[config.mk]
export PLATFORM = sky130hd
export DESIGN_NAME = scheduler_pragmatic_mb
export DESIGN_NICKNAME = d
export VERILOG_FILES = /design/src/rtl/scheduler_pragmatic_mb.sv
export SDC_FILE = /design/constraint.sdc
export NUM_CORES = 1
export LEC_CHECK = 0
export CAP_MARGIN = 20
export CORE_MARGIN = 2
export CORE_UTILIZATION = 55
export DETAILED_ROUTE_END_ITERATION = 8
export PLACE_DENSITY = 0.83
export SKIP_CTS_REPAIR_TIMING = 1
export SYNTH_ARGS = -nofsm -noshare
export SYNTH_HDL_FRONTEND = slang
export SYNTH_SLANG_ARGS = --single-unit
export TNS_END_PERCENT = 100
[constraint.sdc]
create_clock -name clk -period 7.6 [get_ports clk]
set_clock_uncertainty 0.1 [all_clocks]
set_input_delay 1.9 -clock clk [delete_from_list [all_inputs] [get_ports clk]]
set_output_delay 1.9 -clock clk [all_outputs]
set_load 0.02 [all_outputs]
[src/rtl/scheduler_pragmatic_mb.sv]
// Essential-bit weight scheduler: issues up to NUM_OFF lowest set-bit offsets per lane per beat.
// Define SCHED_PRAG_PRELOAD_EN to add a one-entry shadow register for back-to-back weight sets.
module scheduler_pragmatic_mb #(
    parameter int  DATA_WIDTH = 8,
    parameter int  VEC_LENGTH = 16,
    parameter int  NUM_OFF    = 2,
    localparam int MAG_W      = DATA_WIDTH - 1,
    localparam int OFF_W      = $clog2(MAG_W)
) (
    input  logic                                      clk,
    input  logic                                      reset,
    input  logic                                      in_valid,
    output logic                                      in_ready,
    input  logic [VEC_LENGTH-1:0][DATA_WIDTH-1:0]     in_weight,
    output logic                                      out_valid,
    input  logic                                      out_ready,
    output logic [VEC_LENGTH-1:0][NUM_OFF*OFF_W-1:0]  out_offset,
    output logic [VEC_LENGTH-1:0][NUM_OFF-1:0]        out_val,
    output logic [VEC_LENGTH-1:0]                     out_sign,
    output logic                                      out_last,
    output logic [OFF_W:0]                            out_beat,
    output logic                                      busy
);

    typedef enum logic {IDLE, RUN} state_t;

    state_t state, state_next;

    logic [VEC_LENGTH-1:0][MAG_W-1:0]      work_mag;
    logic [VEC_LENGTH-1:0][MAG_W-1:0]      mag_next;
    logic [VEC_LENGTH-1:0][MAG_W-1:0]      load_mag;
    logic [VEC_LENGTH-1:0]                 work_sign;
    logic [VEC_LENGTH-1:0]                 load_sign;
    logic [VEC_LENGTH-1:0][DATA_WIDTH-1:0] load_weight;
    logic [OFF_W:0]                        beat_cnt;
    logic                                  take_in;
    logic                                  beat_accept;
    logic                                  set_done;
    logic                                  load_work;

    assign take_in     = in_valid & in_ready;
    assign beat_accept = (state == RUN) & out_ready;
    assign set_done    = beat_accept & out_last;

`ifdef SCHED_PRAG_PRELOAD_EN
    logic                                  shadow_full;
    logic [VEC_LENGTH-1:0][DATA_WIDTH-1:0] shadow_weight;

    assign in_ready = ~shadow_full;

    // The shadow only catches a set while the work reg is still busy with the current one.
    always_ff @(posedge clk or posedge reset) begin
        if (reset) begin
            shadow_full   <= 1'b0;
            shadow_weight <= '0;
        end else if (take_in && (state == RUN) && !set_done) begin
            shadow_full   <= 1'b1;
            shadow_weight <= in_weight;
        end else if (set_done && shadow_full) begin
            shadow_full   <= 1'b0;
        end
    end
`else
    assign in_ready = (state == IDLE);
`endif

    always_ff @(posedge clk or posedge reset) begin
        if (reset) begin
            state <= IDLE;
        end else begin
            state <= state_next;
        end
    end

    always_comb begin
        state_next  = state;
        load_work   = 1'b0;
        load_weight = in_weight;
        case (state)
            IDLE: begin
                if (take_in) begin
                    load_work  = 1'b1;
                    state_next = RUN;
                end
            end
            RUN: begin
                if (set_done) begin
`ifdef SCHED_PRAG_PRELOAD_EN
                    if (shadow_full) begin
                        load_work   = 1'b1;
                        load_weight = shadow_weight;
                    end else if (take_in) begin
                        load_work   = 1'b1;
                    end else begin
                        state_next  = IDLE;
                    end
`else
                    state_next = IDLE;
`endif
                end
            end
            default: state_next = IDLE;
        endcase
    end

    always_comb begin
        load_mag  = '0;
        load_sign = '0;
        for (int l = 0; l < VEC_LENGTH; l++) begin
            load_mag[l]  = load_weight[l][MAG_W-1:0];
            load_sign[l] = load_weight[l][DATA_WIDTH-1];
        end
    end

    // Scan each lane LSB-first; the rank of a set bit selects the slot it lands in.
    always_comb begin
        int rank;
        out_offset = '0;
        out_val    = '0;
        mag_next   = work_mag;
        rank       = 0;
        for (int l = 0; l < VEC_LENGTH; l++) begin
            rank = 0;
            for (int b = 0; b < MAG_W; b++) begin
                if (work_mag[l][b]) begin
                    for (int k = 0; k < NUM_OFF; k++) begin
                        if (rank == k) begin
                            out_offset[l][k*OFF_W +: OFF_W] = OFF_W'(b);
                            out_val[l][k]                   = 1'b1;
                            mag_next[l][b]                  = 1'b0;
                        end
                    end
                    rank = rank + 1;
                end
            end
        end
    end

    always_ff @(posedge clk or posedge reset) begin
        if (reset) begin
            work_mag  <= '0;
            work_sign <= '0;
            beat_cnt  <= '0;
        end else if (load_work) begin
            work_mag  <= load_mag;
            work_sign <= load_sign;
            beat_cnt  <= '0;
        end else if (beat_accept) begin
            work_mag  <= mag_next;
            beat_cnt  <= set_done ? '0 : beat_cnt + (OFF_W+1)'(1);
        end
    end

    // An all-zero set still produces one (empty) final beat because mag_next is already zero.
    assign out_last  = (state == RUN) && (mag_next == '0);
    assign out_valid = (state == RUN);
    assign busy      = (state == RUN);
    assign out_sign  = work_sign;
    assign out_beat  = beat_cnt;

endmodule
After elaboration in Yosys (flattened, before gate mapping) --
Cells that the tools add are included.
Word-level totals: flip-flop bits (word level) 133, bits in latches 0, bits in writable memories 0, output and inout port bits 152, input bits 132, bits in read-only memories 0, memories kept 0
Operators by class: $add $sub $neg 81, reduce and logical (&&, ||, !) cells 99, shifts and indexed selects 0, equal/unequal tests 96, bitwise operators 4, divide/modulo/power cells 0, magnitude comparators 0, muxes and demuxes 985, multipliers 0
Operator list (count):
- equality test 32 x 2 -> 1 bit (second input constant) | 96
- zero test 32 bit | 96
- adder 32 x 2 -> 32 bit (second input constant) | 80
- two-way mux 32 bit | 80
- two-way mux 1 bit | 547
- two-way mux 3 bit | 160
- two-way mux 6 bit | 80
- two-way mux 112 bit | 2
- two-way mux 2 bit | 96
- zero test 112 bit | 1
- two-way mux 4 bit | 19
- adder 4 x 1 -> 4 bit (second input constant) | 1
- bitwise AND 1 bit | 3
- case mux 1 bit (2 select lines) | 1
- nonzero test 2 bit | 1
- logical AND 1 bit | 1
- inverter 1 bit | 1

Longest topological paths before layout --
Gate-level depths: netlist (run 1).
depth in word-level cells 21, gate-level depth with buffers 23, mapped depth without buffers 23

Worst setup path after synthesis (run 1) --
OpenSTA, ideal clock, no wires.
kind reg2out, start point register work_mag[58] (netlist name), end point output port out_last, stages on the path, launching flop included 19, buffers on the path 1, arrival 4.301 ns, setup slack 1.299 ns, required time 5.600 ns, cell sequence dfrtp_1 -> clkbuf_1 -> inv_1 -> fa_1 -> ha_1 -> o21ai_0 -> inv_1 -> ha_1 -> nand2_1 -> o21a_1 -> inv_1 -> ha_1 -> and2_1 -> xnor2_1 -> nor2_1 -> a211oi_1 -> nor4_1 -> o2111ai_1 -> nor4_4
Between the ends: cells in the longest elaborated chain, start to end 13
Ends and longest elaborated chain:
- start: declaration | RTL line 29 | logic [VEC_LENGTH-1:0][MAG_W-1:0] work_mag;
- start signal: assignment | RTL line 145 | work_mag <= load_mag;
- start signal: assignment | RTL line 149 | work_mag <= mag_next;
- two-way mux 32 bit | RTL line 125 | if (work_mag[l][b]) begin
- adder 32 x 2 -> 32 bit | RTL line 133 | rank = rank + 1;
- two-way mux 32 bit | RTL line 125
- adder 32 x 2 -> 32 bit | RTL line 133
- two-way mux 32 bit | RTL line 125
- adder 32 x 2 -> 32 bit | RTL line 133
- two-way mux 32 bit | RTL line 125
- zero test 32 bit | RTL line 127 | if (rank == k) begin
- two-way mux 1 bit (2 in series) | RTL line 127
- two-way mux 1 bit | RTL line 125
- zero test 112 bit * | RTL line 155 | assign out_last = (state == RUN) && (mag_next == '0);
- logical AND 1 bit * | RTL line 155
- end: declaration | RTL line 20 | output logic out_last,
Mark *: on every way between the ends. The rest lies on a longest branch, timed or not.

==> results of run 1 <==
kinds of logic after synthesis:
logic type / Yosys count
adder cells (fa/ha/maj): 232
buffers and inverters: 288
AND/OR/NAND/NOR: 826
multiplexers: 17
XOR/XNOR: 83
AO/OA/AOI/OAI: 600
flip-flops: 133
path summary, 6_finish.rpt:
check | slack, ns | from | to | depth (start not counted)
min | 0.38 | out_sign[2] | out_sign[2] | 2
max in group asynchronous | 4.20 | reset | work_mag[37] | 3
min reg2reg | 0.38 | out_sign[2] | out_sign[2] | 2
max | 0.26 | work_mag[56] | out_val[16] | 21
min in group asynchronous | 1.90 | reset | out_sign[10] | 2
max reg2reg | 2.29 | work_mag[105] | out_beat[1] | 22
area by class of cell:
| type | count | area share |
|---|---|---|
| clock buffer | 20 | 0.02233 |
| multi-input combinational | 1758 | 0.5940 |
| inverter | 188 | 0.03552 |
| antenna | 2 | 0.0002502 |
| tap | 390 | 0.02439 |
| clock inverter | 12 | 0.008943 |
| sequential | 133 | 0.1665 |
| timing repair buffer | 301 | 0.1481 |
flip-flops by register name, indices dropped and copies added (netlist names):
register / count
out_sign: 16
out_beat: 4
work_mag: 112
busy: 1
metal layers:
metal,up-vias,global-route usage,routed length [um]
li1,8079,-,-
met3,150,0.06460,4299
met1,8163,0.4450,22590
met5,-,0,0
met2,782,0.5595,24510
met4,0,0.1560,2460
power breakdown:
part           internal [mW]  switching (mW)
logic                   2.68            3.64
clock network          0.558           0.360
registers              0.916           0.418
total                   4.15            4.41
through the flow:
stage | std cells | util | power [mW] | setup WS, ns | setup TNS (ns)
after global placement | 2769 | 0.6581 | 7.373 | 0.5596 | 0
final | 2804 | 0.6805 | 8.566 | 0.2579 | 0
after global routing | 2804 | 0.6805 | 9.229 | -0.01637 | -0.01879
after floorplan | 2179 | - | 5.289 | 1.299 | 0
after detailed placement | 2769 | 0.6581 | 7.532 | 0.2767 | 0
after CTS | 2801 | 0.6793 | 8.493 | -0.2181 | -0.2181
layout by cell type, fill, tap and decap left out, types with 19 or more instances in the layout:
master / n
a21boi_0: 26
a21oi_1: 91
a22o_1: 47
a22oi_1: 31
a31oi_1: 19
and2_1: 33
and3_1: 35
clkdlybuf4s50_1: 282
dfrtp_1: 131
ha_1: 216
inv_1: 187
nand2_1: 370
nand3_1: 118
nor2_1: 85
nor2b_1: 27
nor3_1: 28
o21ai_0: 212
or2_2: 26
xnor2_1: 50
xor2_1: 31
critical path, stage by stage (launching register included):
cell and delay, ns:
dfrtp_1 0.38, inv_1 0.13, fa_1 0.71, ha_1 0.30
o21ai_0 0.16, buf_4 0.15, inv_1 0.04, ha_1 0.27
nand2_1 0.13, o21a_1 0.21, inv_1 0.06, ha_1 0.19
and2_1 0.20, xnor2_1 0.16, nor2_1 0.06, a211oi_1 0.31
nor4_2 0.09, buf_4 0.16, nand2_1 0.17, nor2_1 0.09
or3_1 0.38, clkdlybuf4s50_1 0.54
==> results.sh, run 1 <==
export IMPL_result_of_the_run="complete, no violations"
export IMPL_buffer_ports_inserted=283
export IMPL_final_period_utilization=0.9661
export IMPL_finalHoldViolations=0
export IMPL_avgViaCountPerCell=6.125
export IMPL_synth_xor_area_share=0.04594
export IMPL_share_of_synthesized_cell_area_in_full_adder_half_adder_and_majority_cells=0.1856
export IMPL_post_route_cells_drive_above_1_share=0.04602
export IMPL_cts_num_sinks=133
export IMPL_worst_endpoint_arrival_ns=5.34
export IMPL_crit_type="reg -> out"
export IMPL_via_count=17170
export IMPL_final_antenna_net_count=0
export IMPL_core_area_mm2=0.02940
export IMPL_worst_slew_pin_slew_ns=0.9287
export IMPL_count_of_mapped_cells_out_of_synthesis=2179
export IMPL_overflow=0
export IMPL_critPathLaunchType="flip-flop"
export IMPL_netlist_top_cells_count="nand2_1 (372), ha_1 (216), o21ai_0 (213)"
export IMPL_cp_required_ns=5.60
export IMPL_clk_path_buf_depth=2
export IMPL_worstSetupEndpointType="output port"
export IMPL_worst_skew_pair_late_latency_ns=0.45
export IMPL_cts_buffers_inserted=17
export IMPL_avgSynthCellArea_um2=7.474
export IMPL_fp_row_count=63
export IMPL_synthDistinctLibCells=88
export IMPL_drt_wl_total_um=53860
export IMPL_design_portCount=284
export IMPL_power_ir_vdd_worst_mv=0.3003
export IMPL_synth_fp_nets=2543
export IMPL_synth_largest_type_area_fraction=0.2043
export IMPL_floorplan_die_width_um=176.1
export IMPL_first_global_vias=16470
export IMPL_antenna_found_initial=2
export IMPL_max_cap_violations=0
export IMPL_placement_cell_area_mm2=0.01935
export IMPL_die_area_mm2=0.03100
export IMPL_start_util=0.5539
export IMPL_synth_top_area_cell="dfrtp_1"
export IMPL_fin_worst_hold_slack_ns=0.3821
export IMPL_tritoncts="yes"
export IMPL_combinational_family_with_the_most_area_after_synthesis="compound AO/OA/AOI/OAI gates"
export IMPL_hold_path_class="reg -> reg"
export IMPL_synth_async_reset_ratio=1.000
export IMPL_relative_max_transition_margin=0.3794
export IMPL_report_final_slew_viol_count=0
export IMPL_synthTopCellsByArea="dfrtp_1 (20%), ha_1 (17%), nand2_1 (8.6%), o21ai_0 (6.5%), inv_1 (4.3%)"
export IMPL_complex_gate_fraction_of_the_synthesized_area=0.2428
export IMPL_drc_violation_count_after_routing=0
export IMPL_yosys_cell_count_top_type="nand2_1"
export IMPL_fill_cells=2493
export IMPL_synth_mux_area_fraction=0.01099
export IMPL_grt_max_degree=87
export IMPL_syn2layout_area_growth_pct=22.84
export IMPL_power_density_mw_per_mm2=428.1
export IMPL_die_h_um=176.1
export IMPL_yosys_register_bits=133
export IMPL_avgRoutedWirePerCell_um=19.21
export IMPL_nets_finish=2763
export IMPL_final_setup_viol_count=0
export IMPL_dp_hpwl_um=41150
export IMPL_yosys_area_share_simple=0.2418
export IMPL_groute_usage_overall=0.3442
export IMPL_layout_min_cycle_time_ns=7.342
export IMPL_detailedRoute_firstPassIterationCount=5
export IMPL_fmaxAchievable_mhz=136.2
export IMPL_grt_pass1_wl_um=85480
export IMPL_gp_congestion=0.9704
export IMPL_cts_root_buf="clkbuf_16"
export IMPL_synth_area_mm2=0.01629
export IMPL_multi_input_area_mm2=0.01188
export IMPL_yosysSeqAreaShare=0.2043
export IMPL_grt_setup_unrepaired="yes"
export IMPL_detail_route_iter0_violations=1259
export IMPL_htree_num_levels=4
export IMPL_path_max_fanout=7
export IMPL_power_leakage_nw=9.108
export IMPL_seq_area_mm2=0.003331
export IMPL_primary_flip_flop_cell_chosen_by_synthesis_mapping="dfrtp_1"
export IMPL_final_cell_area_mm2=0.02001
export IMPL_synthesis_yosys_warnings=0
export IMPL_synth_edff_count=0
export IMPL_clk_pin_slew_worst_paths_ns=0.06
No activity file was read; power rests on OpenSTA's default activity.
==> run 2, diff against run 1 <==
==> constraint.sdc (replaced) <==
create_clock -name clk -period 7 [get_ports clk]
set_clock_uncertainty 0.1 [all_clocks]
set_input_delay 1.75 -clock clk [delete_from_list [all_inputs] [get_ports clk]]
set_output_delay 1.75 -clock clk [all_outputs]
set_load 0.02 [all_outputs]
==> run 2 against run 1 <==
  * The run now ends with negative setup slack left
  * Cell count grew 1.0%
  * First-iteration DRC count grew 17%
  * Sequential power grew 8%
  * Routed wire length grew 0.88%
  * Global-route usage is essentially flat
  * Sequential share of layout area shrank 0.26 points
  * Utilization grew 1.1 points
  * Die area is the same
  * Clock power grew 2%
==> results.sh, run 2 (synthesis gave the netlist of run 1 again) <==
export IMPL_result_of_the_run="finished, violations left"
export IMPL_failed_checks="negative setup slack"
export IMPL_syn2layout_area_growth_pct=24.84
export IMPL_first_global_vias=16600
export IMPL_tritoncts="yes"
export IMPL_grt_setup_unrepaired="yes"
export IMPL_avgRoutedWirePerCell_um=19.18
export IMPL_cts_num_sinks=133
export IMPL_die_h_um=176.1
export IMPL_path_max_fanout=4
export IMPL_cp_top_family="simple AND/OR/NAND/NOR gates"
export IMPL_worst_slew_pin_slew_ns=0.8911
export IMPL_drt_wl_total_um=54330
export IMPL_cts_buffers_inserted=17
export IMPL_fin_ws_ns=-0.02745
export IMPL_nets_finish=2791
export IMPL_comb_power_share=0.746
export IMPL_worst_endpoint_arrival_ns=5.18
export IMPL_fp_row_count=63
export IMPL_gp_congestion=0.9362
export IMPL_final_cell_area_mm2=0.02033
export IMPL_final_period_utilization=1.004
export IMPL_avgViaCountPerCell=6.095
export IMPL_drc_violation_count_after_routing=0
export IMPL_design_portCount=284
export IMPL_cpMaxStageDelayCell="or4b_4"
export IMPL_htree_num_levels=4
export IMPL_top_register="work_mag"
export IMPL_relative_max_transition_margin=0.4045
export IMPL_power_leakage_nw=9.761
export IMPL_fmaxAchievable_mhz=142.3
export IMPL_overflow=0
export IMPL_buffer_ports_inserted=283
export IMPL_post_route_cells_drive_above_1_share=0.06598
export IMPL_final_cell_mix="nand2_1 (370), clkdlybuf4s50_1 (247), ha_1 (215), o21ai_0 (211), inv_1 (185)"
export IMPL_detail_route_iter0_violations=1470
export IMPL_p_int_mw=4.490
export IMPL_groute_usage_overall=0.3442
export IMPL_fin_util=0.6916
export IMPL_fill_cells=2452
export IMPL_max_cap_violations=0
export IMPL_worst_path_largest_cell_delay_ns=0.58
export IMPL_layout_min_cycle_time_ns=7.027
export IMPL_pre_cts_slack_ns=-0.04877
export IMPL_detailedRoute_firstPassIterationCount=5
export IMPL_worst_skew_pair_late_latency_ns=0.44
export IMPL_power_share_sequential=0.153
export IMPL_cp_required_ns=5.15
export IMPL_via_count=17270
export IMPL_dp_hpwl_um=41240
export IMPL_report_final_slew_viol_count=0
export IMPL_final_antenna_net_count=0
export IMPL_power_switching_share=0.5188
export IMPL_crit_type="reg -> out"
export IMPL_grt_max_degree=107
export IMPL_critPathLaunchType="flip-flop"
export IMPL_grt_pass1_wl_um=85390
export IMPL_p_total_mw=9.331
export IMPL_floorplan_die_width_um=176.1
export IMPL_worstSetupEndpointType="output port"
export IMPL_pwr_share_clk=0.100
export IMPL_worstPathCellList="inv_1 > ha_1 > and2_1 > nor2_1 > inv_1 > ha_1 > nand2_1 > o21ai_0 > inv_1 > ha_1 > nor2b_1 > a21oi_1 > ha_1 > and2_1 > a211o_1 > a211oi_1 > a211o_1 > o221ai_1 > or4b_4 > nor4_4 > clkbuf_2"
export IMPL_hold_path_class="reg -> reg"
export IMPL_fin_setup_tns_ns=-0.02745
export IMPL_cp_buffers_inverters=4
export IMPL_layout_commonest_cell="nand2_1"
export IMPL_core_area_mm2=0.02940
export IMPL_critical_path_top_cell_by_count="ha_1"
export IMPL_clk_pin_slew_worst_paths_ns=0.07
export IMPL_power_ir_vdd_worst_mv=0.2905
export IMPL_p_sw_mw=4.841
export IMPL_cts_root_buf="clkbuf_16"
export IMPL_final_setup_viol_count=1
export IMPL_clk_path_buf_depth=2
export IMPL_placement_cell_area_mm2=0.01958
export IMPL_start_util=0.5539
export IMPL_largest_reg_flops=112
export IMPL_finalHoldViolations=0
export IMPL_antenna_found_initial=3
export IMPL_power_density_mw_per_mm2=458.9
export IMPL_die_area_mm2=0.03100
## run 2: changes by cell type in the layout (fill, tap and decap cells not counted), moves of 4 or more
cell / before / now
inv_6: 1 / 5
clkdlybuf4s50_1: 282 / 247
dlymetal6s2s_1: 0 / 35
buf_4: 18 / 45
## run 2: through the flow
| step | hold WS [ns] | cells |
|---|---|---|
| final | 0.3768 | 2833 |
| after global routing | 0.3954 | 2833 |
| after CTS | 0.3777 | 2830 |
| after detailed placement | 0.3614 | 2798 |
| after global placement | 0.3583 | 2798 |
| after floorplan | 0.3876 | 2179 |
## run 2: cell type report
| type | instances | area (um2) | share of cell area |
|---|---|---|---|
| Clock buffer | 18 | 439.2 | 0.02160 |
| Tap cell | 390 | 488.0 | 0.02400 |
| Inverter | 188 | 710.7 | 0.03495 |
| Multi-Input combinational cell | 1758 | 11930 | 0.5868 |
| Timing Repair Buffer | 329 | 3273 | 0.1610 |
| Sequential cell | 133 | 3333 | 0.1639 |
| Clock inverter | 14 | 150.1 | 0.007384 |
| Antenna cell | 3 | 7.507 | 0.0003692 |
## run 2: worst paths after layout
check                      cells after the start  slack, ns      endpoint    startpoint
max                                           21      -0.03      out_last  work_mag[78]
min                                            2       0.38   out_sign[5]   out_sign[5]
max reg2reg                                   23       1.82   out_beat[3]  work_mag[78]
min reg2reg                                    2       0.38   out_sign[5]   out_sign[5]
max in group asynchronous                      3       3.83  work_mag[69]         reset
min in group asynchronous                      2       1.74  out_sign[10]         reset
## run 2: power by group through the flow
stage               registers (mW)  clock network [mW]  logic, mW
global route                  1.47               0.970       7.60
floorplan                     1.22                   0       4.52
finish                        1.43               0.936       6.97
global placement              1.40                   0       6.68
CTS                           1.41               0.943       6.91
detailed placement            1.41                   0       6.84
## run 2: worst min-delay path, cell delays in order, from the launching register on
cell     delay, ns
dfrtp_1       0.34
nand2_1       0.05
nand2_1       0.05
## run 2: metal layers
| layer | share of wire | vias up | track usage |
|---|---|---|---|
| met5 | 0 | - | 0 |
| met4 | 0.036 | 0 | 0.1436 |
| met3 | 0.073 | 128 | 0.05340 |
| met2 | 0.47 | 782 | 0.5703 |
| met1 | 0.42 | 8232 | 0.4481 |
| li1 | - | 8125 | - |
